==> src/rtl/serial_link_pkg.sv <==
// rtl/serial_link_pkg.sv - shared serial link encodings and defaults
package serial_link_pkg;

   // Payload width shared by the transmitter and the matching receiver.
   localparam int DEFAULT_DATA_W = 8;

   // Line levels: idle/guard level and the frame start marker.
   localparam logic LINE_IDLE  = 1'b0;
   localparam logic START_MARK = 1'b1;

   // Transmitter FSM encoding.
   typedef logic [2:0] tx_state_t;
   localparam tx_state_t ST_IDLE   = 3'd0;
   localparam tx_state_t ST_START  = 3'd1;
   localparam tx_state_t ST_DATA   = 3'd2;
   localparam tx_state_t ST_PARITY = 3'd3;
   localparam tx_state_t ST_STOP   = 3'd4;

endpackage

==> src/rtl/tx_shift_unit.sv <==
// rtl/tx_shift_unit.sv - payload load/shift register with data bit counter
module tx_shift_unit
   import serial_link_pkg::*;
#(
   parameter int DATA_W = DEFAULT_DATA_W
) (
   input  logic              clk,
   input  logic              rst,
   input  logic              load_i,
   input  logic              shift_i,
   input  logic              advance_i,
   input  logic [DATA_W-1:0] data_i,
   output logic              bit_out,
   output logic              last_bit
);

   localparam int CNT_W = $clog2(DATA_W + 1);

   logic [DATA_W-1:0] shreg_q, shreg_d;
   logic [CNT_W-1:0]  cnt_q, cnt_d;

   // cnt_q is the index of the payload bit currently on the line; it stops
   // at DATA_W-1 so it never wraps.
   assign bit_out  = shreg_q[0];
   assign last_bit = (cnt_q == CNT_W'(DATA_W - 1));

   // Next-state: load on acceptance, shift as each bit is launched.
   always_comb begin
      shreg_d = shreg_q;
      cnt_d   = cnt_q;
      if (load_i) begin
         shreg_d = data_i;
         cnt_d   = '0;
      end else begin
         if (shift_i) begin
            shreg_d = shreg_q >> 1;
         end
         if (advance_i && !last_bit) begin
            cnt_d = cnt_q + 1'b1;
         end
      end
   end

   // State registers with synchronous reset.
   always_ff @(posedge clk) begin
      if (rst) begin
         shreg_q <= '0;
         cnt_q   <= '0;
      end else begin
         shreg_q <= shreg_d;
         cnt_q   <= cnt_d;
      end
   end

endmodule

==> src/rtl/serial_frame_transmitter.sv <==
// rtl/serial_frame_transmitter.sv - framed serial transmitter, optional parity via SERIAL_TX_PARITY_EN
module serial_frame_transmitter
   import serial_link_pkg::*;
#(
   parameter int DATA_W      = DEFAULT_DATA_W,
   parameter int STOP_CYCLES = 1
) (
   input  logic              clk,
   input  logic              rst,
   input  logic [DATA_W-1:0] data_in,
   input  logic              send,
   output logic              ready,
   output logic              serial_out,
   output logic              busy,
   output logic              done
);

   localparam int STOP_W = $clog2(STOP_CYCLES + 1);

   tx_state_t         state_q, state_d;
   logic              serial_out_q, serial_out_d;
   logic              done_q, done_d;
   logic [STOP_W-1:0] stop_cnt_q, stop_cnt_d;
   logic              accept;
   logic              bit_out;
   logic              last_bit;
   logic              stop_last;
`ifdef SERIAL_TX_PARITY_EN
   logic              parity_q;
`endif

   assign accept     = (state_q == ST_IDLE) && send;
   assign stop_last  = (stop_cnt_q == STOP_W'(STOP_CYCLES - 1));
   assign ready      = (state_q == ST_IDLE);
   assign busy       = !ready;
   assign serial_out = serial_out_q;
   assign done       = done_q;

   // A bit is shifted out on the edge that puts it on the line, so bit_out
   // always holds the next payload bit to launch.
   tx_shift_unit #(
      .DATA_W (DATA_W)
   ) u_shift (
      .clk       (clk),
      .rst       (rst),
      .load_i    (accept),
      .shift_i   ((state_q == ST_START) || ((state_q == ST_DATA) && !last_bit)),
      .advance_i (state_q == ST_DATA),
      .data_i    (data_in),
      .bit_out   (bit_out),
      .last_bit  (last_bit)
   );

   // FSM next state; the line value is computed for the state being entered
   // so serial_out and done come straight from flops.
   always_comb begin
      state_d      = state_q;
      stop_cnt_d   = stop_cnt_q;
      done_d       = 1'b0;
      serial_out_d = LINE_IDLE;
      case (state_q)
         ST_IDLE: begin
            if (send) begin
               state_d      = ST_START;
               serial_out_d = START_MARK;
            end
         end
         ST_START: begin
            state_d      = ST_DATA;
            serial_out_d = bit_out;
         end
         ST_DATA: begin
            if (!last_bit) begin
               serial_out_d = bit_out;
            end else begin
`ifdef SERIAL_TX_PARITY_EN
               state_d      = ST_PARITY;
               serial_out_d = parity_q;
`else
               state_d    = ST_STOP;
               stop_cnt_d = '0;
               done_d     = (STOP_CYCLES == 1);
`endif
            end
         end
`ifdef SERIAL_TX_PARITY_EN
         ST_PARITY: begin
            state_d    = ST_STOP;
            stop_cnt_d = '0;
            done_d     = (STOP_CYCLES == 1);
         end
`endif
         ST_STOP: begin
            if (stop_last) begin
               state_d = ST_IDLE;
            end else begin
               stop_cnt_d = stop_cnt_q + 1'b1;
               done_d     = (stop_cnt_d == STOP_W'(STOP_CYCLES - 1));
            end
         end
         default: begin
            state_d = ST_IDLE;
         end
      endcase
   end

   // Registered FSM, line and stop counter; reset abandons any partial frame.
   always_ff @(posedge clk) begin
      if (rst) begin
         state_q      <= ST_IDLE;
         serial_out_q <= LINE_IDLE;
         done_q       <= 1'b0;
         stop_cnt_q   <= '0;
      end else begin
         state_q      <= state_d;
         serial_out_q <= serial_out_d;
         done_q       <= done_d;
         stop_cnt_q   <= stop_cnt_d;
      end
   end

`ifdef SERIAL_TX_PARITY_EN
   // Even parity of the accepted word, captured once at acceptance.
   always_ff @(posedge clk) begin
      if (rst) begin
         parity_q <= 1'b0;
      end else if (accept) begin
         parity_q <= ^data_in;
      end
   end
`endif

endmodule
==> config.mk <==
export PLATFORM = sky130hd
export DESIGN_NAME = serial_frame_transmitter
export DESIGN_NICKNAME = d
export VERILOG_FILES = /design/src/rtl/serial_link_pkg.sv /design/src/rtl/tx_shift_unit.sv /design/src/rtl/serial_frame_transmitter.sv
export SDC_FILE = /design/constraint.sdc
export NUM_CORES = 1
export LEC_CHECK = 0
export CAP_MARGIN = 20
export CORE_MARGIN = 5
export CORE_UTILIZATION = 40
export DETAILED_ROUTE_END_ITERATION = 8
export GPL_TIMING_DRIVEN = 1
export PLACE_DENSITY = 0.68
export SETUP_SLACK_MARGIN = 0.4
export SYNTH_ARGS = -nofsm -noshare
export SYNTH_HDL_FRONTEND = slang
export SYNTH_SLANG_ARGS = --single-unit
==> constraint.sdc <==
create_clock -name clk -period 2.3 [get_ports clk]
set_input_delay 0.23 -clock clk [delete_from_list [all_inputs] [get_ports clk]]
set_output_delay 0.23 -clock clk [all_outputs]
set_load 0.05 [all_outputs]
; ---- Yosys cells after proc, flatten, opt, wreduce, memory -nomap -nowiden
; Cells that the tools add are included.
[totals]
reg_bits = 18
inputBits = 11
out_inout_bits = 4
[classes]
n_addsub = 2
eq_ne = 7
mux = 15
bitwise_logic = 1
reduce_logical = 11
[ops]
columns = op, n
row1 = $mux W8, 2
row2 = $pmux W3 S4, 1
row3 = $mux W3, 3
row4 = $mux W1, 6
row5 = $ne A2 B2 Y1 const B, 3
row6 = $add A4 B1 Y4 const B, 1
row7 = $eq A4 B3 Y1 const B, 1
row8 = $pmux W1 S2, 2
row9 = $reduce_bool A2 Y1, 2
row10 = $eq A3 B1 Y1 const B, 1
row11 = $eq A3 B2 Y1 const B, 1
row12 = $eq A3 B3 Y1 const B, 1
row13 = $logic_not A3 Y1, 1
row14 = $pmux W1 S3, 1
row15 = $reduce_and A3 Y1, 1
row16 = $logic_and A1 B1 Y1, 2
row17 = $logic_not A1 Y1, 2
row18 = $reduce_and A2 Y1, 1
row19 = $reduce_or A2 Y1, 1
row20 = $add A1 B1 Y1 const B, 1
row21 = $logic_or A1 B1 Y1, 1
row22 = $not A1 Y1, 1

; ---- Longest topological paths before layout
[logic_depth]
depth_word = 6
depth_mapped = 5
ltp_nobuf = 4

; ---- By module
; A second synthesis with hierarchy kept.
[unflattened]
cells_unflattened = 79
hier_area_um2 = 777.0
[by_module_without_submodules]
columns = mod, instances, cells_each, area_each_um2, seq_area_each_um2
row1 = tx_shift_unit, 1, 57, 556.8, 240.2
row2 = serial_frame_transmitter, 1, 22, 220.2, 100.1

; ---- Worst setup path after synthesis
; No wires, ideal clock.
[synth_path]
path_kind = reg-to-output
from = register state_q[2]
to = output ready
t_arrival_ns = 1.527
t_required_ns = 2.070
slack_ns = 0.543
path_stages_with_launch = 4
path_buffers = 1
cell_sequence = dfxtp_1 > clkbuf_1 > or3_1 > inv_1
[synth_between]
elab_chain_len = 1
[synth_lines]
columns = item, line_no
row1 = "start, declared", serial_frame_transmitter.sv:20  ; tx_state_t state_q, state_d;
row2 = "start signal, assigned", serial_frame_transmitter.sv:115  ; state_q <= state_d;
row3 = $logic_not A3 Y1, serial_frame_transmitter.sv:34  ; assign ready = (state_q == ST_IDLE);
row4 = "end, declared", serial_frame_transmitter.sv:12  ; output logic ready,
; Every way passes these cells.

; ---- Final worst setup path
[layout_path]
from = register state_q[1]
to = output busy
[layout_between]
elab_chain_len = 2
[layout_lines]
columns = item, line_no
row1 = $logic_not A3 Y1, serial_frame_transmitter.sv:34
row2 = $logic_not A1 Y1, serial_frame_transmitter.sv:35  ; assign busy = !ready;
row3 = "end, declared", serial_frame_transmitter.sv:14  ; output logic busy,
; Every way passes these cells.

==> metrics list <==
* Result of the run: finished clean
- TritonCTS built the clock tree.
- In this run the deepest clock path goes through 2 buffers.
* First-pass GRT wire length: 2.81 mm
- Of the total power, the clock network draws 0.249.
- Of the synthesized area, sequential elements account for 0.418.
- Layout area overhead: 20.9%
- Vias in the first global route: 612
- Switching power share of the total: 0.294
* Clock net sink count: 17
- After clock tree synthesis, the repair step resized 2 gates.
- After layout, the minimum clock period comes to 1.76 ns.
* Final wirelength: 1.76 mm
- Antenna diode count: 0
- Maximum number of pins on one net before global-route repair: 15
- In this run, the number of DRC markers left after iteration 0 of detailed routing was 20.
* Post-route DRC: 0
- Die outline area: 3040 um^2
* Area of the placeable core: 1940 um^2
- Once placement completed, the tool counted placed cells totaling roughly 120.
- Top cell type's share of synthesized area: 0.418
* Register-to-register setup slack: 0.61 ns
* Worst min-delay path category: in2reg
- Dividing the detail-routed via count by the number of cells gives ~5.6.
- Switching Power: 185 uW
- Top-level I/O count: 15
- Synth unique cells: 35
- Ratio of final minimum period to clock period: 0.767
* Post-detailed-route wirelength per cell: 13.9 um
- The initial utilization of the core area, before any placement, comes to 0.419.
* Setup fix buffers added after clock tree synthesis: 0
* Clock root buffer master: clkbuf_4
- Largest vdd supply drop: 0.428 mV
- Setup repair after global routing left no endpoint under its margin.
* Startpoint Class: flop
- The synthesized design spends more area on one cell type than any other, namely dfxtp_1.
- The count of final hold-check violations came to 0.
- Final TNS setup: 0 ns
* Share of power burned in combinational logic: 0.217
- The congestion estimate from routability-driven global placement came to 0.769.
* Slew Limit Fails: 0
- Cell internal power was estimated by the tool at 445 uW.
- For the worst setup path, the data arrival time is 1.53 ns.
- For this run the aggregate overflow at the end of global routing stands at 0.
- Share of power burned in registers: 0.534
- Count of TritonRoute iterations in the first routing pass: 4
- A synthesized cell averages 9.47 um^2.
- After layout, the design draws a total of ~630 uW.
- The detail route stage leaves a number of antenna-violating nets equal to 0.
- Row generation in the floorplan step produced 16 rows.
- The worst setup path is captured at an output pin.
- The die is about 55 um tall.
* Post-layout instance count excluding filler cells: ~130
- In this run the worst path has a maximum fanout of 10.
- The initial antenna violation count was 0.
* Layout cell share with drive strength beyond 1: 0.121
- Top cells by area, synth: dfxtp_1 (42%), a21oi_1 (4.9%), o31ai_1 (4.6%)
- On the final layout, the worst clock skew is 0.00122 ns.
* Clock transition time at the flip-flop clock pins of the worst setup and hold paths: 0.10 ns
* Width of the die: 55.1 um
- Count of hold buffers inserted by post-cts repair: 0
- For the worst-skew pair, the clock arrives at the later sink with an insertion delay of between 0.2 and 0.3 ns.
* YS warnings: 0
- Setup violations remaining at the end of the flow were counted as 0.
* Total nets after synthesis: 98
* Maximum level of the CTS H-tree: 1
- The net count of the finished layout is 112.
- For the pin with the worst max-slew slack, the measured transition is ~0.51 ns.
- Gate count after technology mapping: 86
* Max capacitance violation total: 0
- Netlist area before placement: 815 um^2
* Path type of the worst setup path: reg2out
- Pleak: between 0.3 and 0.4 nW
* Number of I/O port buffers: 14
- Number of flip-flops and latches in the synthesized netlist: 17
- GRT Util Overall: 0.128
- Detailed-route via count: 707
- The worst pin sits at a relative slew slack of 0.656.
- Timing-limited maximum frequency: 0.567 GHz
- Post-DP HPWL: between 1 and 1.5 mm
* Filler cells: 205
- Data on the critical path is required at its endpoint by 2.07 ns.
- TritonCTS created 3 clock buffers.
- Power per cell area: 641 nW/um^2
synth_stat cells (all sizes together):
cell type	n
dfxtp	17
a21oi	8
nor2	6
inv	5
o31ai	5
a311oi	3
buf	3
clkbuf	3
nand4	3
nor4bb	3
o221a	3
nand3	2
o21ai	2
o311ai	2
or3	2
or3b	2
a2111oi	1
a32oi	1
a41oi	1
and3	1
and3b	1
and4b	1
ha	1
nand2	1
nand2b	1
nand4b	1
nor2b	1
nor3	1
nor4b	1
or4	1
or4b	1
xnor2	1
xor2	1
kinds of logic after synthesis:
logic type	count (synthesis)	synth area share
XOR/XNOR	2	0.0215
AO/OA/AOI/OAI	26	0.235
adder cells (fa/ha/maj)	1	0.0154
buffers and inverters	11	0.0630
AND/OR/NAND/NOR	29	0.247
flip-flops	17	0.418
through the flow:
stage	instance area, um^2	hold slack (ns)	worst slack [ns]	utilization
finish	985	0.494	0.537	0.507
CTS	987	0.487	0.279	0.508
floorplan	815	0.308	0.543	-
detailed placement	963	0.480	0.333	0.496
global placement	963	0.486	0.382	0.496
global route	985	0.514	0.453	0.507
layout by cell type, fill, tap and decap left out, types with 2 or more instances in the layout:
| cell type | instances |
|---|---|
| a21oi_1 | 8 |
| a311oi_1 | 3 |
| clkbuf_4 | 3 |
| clkdlybuf4s50_1 | 12 |
| dfxtp_1 | 16 |
| inv_1 | 5 |
| nand3_1 | 2 |
| nand4_1 | 3 |
| nor2_1 | 6 |
| nor4bb_1 | 3 |
| o21ai_0 | 2 |
| o221a_2 | 3 |
| o311ai_0 | 2 |
| o31ai_1 | 5 |
| or3_1 | 2 |
flip-flops by register name, indices dropped and copies added (netlist names):
| register | flops |
|---|---|
| serial_out | 1 |
| state_q | 3 |
| done | 1 |
| u_shift.cnt_q | 4 |
| u_shift.shreg_q | 8 |
worst max-delay path, stage by stage (launching register included):
cell	delay [ns]
dfxtp_1	0.42
or3_1	0.40
dlygate4sd2_1	0.44
layer usage:
| layer | vias up | global-route usage | wire, um |
|---|---|---|---|
| li1 | 364 | - | - |
| met1 | 323 | 0.186 | 872 |
| met2 | 18 | 0.179 | 773 |
| met3 | 2 | 0.0241 | 97 |
| met4 | 0 | 0.0607 | 13 |
| met5 | - | 0 | 0 |
power groups by stage:
stage          clock, mW  combinational (mW)  sequential (mW)
2_1_floorplan          0              0.0985            0.339
4_1_cts            0.163               0.138            0.337
6_report           0.157               0.137            0.337
3_3_place_gp           0               0.139            0.343
3_5_place_dp           0               0.140            0.344
5_1_grt            0.174               0.149            0.340
worst paths after layout:
kind                            depth (start not counted)                from                 end
worst max-delay path                                    2          state_q[1]                busy
worst max register to register                          3          state_q[1]    u_shift.cnt_q[3]
worst min register to register                          2  u_shift.shreg_q[5]  u_shift.shreg_q[5]
worst min-delay path                                    3          data_in[7]  u_shift.shreg_q[7]
area by class of cell:
type | instances | area (um^2) | share of cell area
well taps | 27 | 33.8 | 0.0343
inverters | 5 | 18.8 | 0.0191
repair buffers | 15 | 141 | 0.144
flip-flops and latches | 17 | 342 | 0.347
multi-input cells | 58 | 423 | 0.429
clock buffers | 4 | 26.3 | 0.0267
Power figures use the tool's default switching activity.
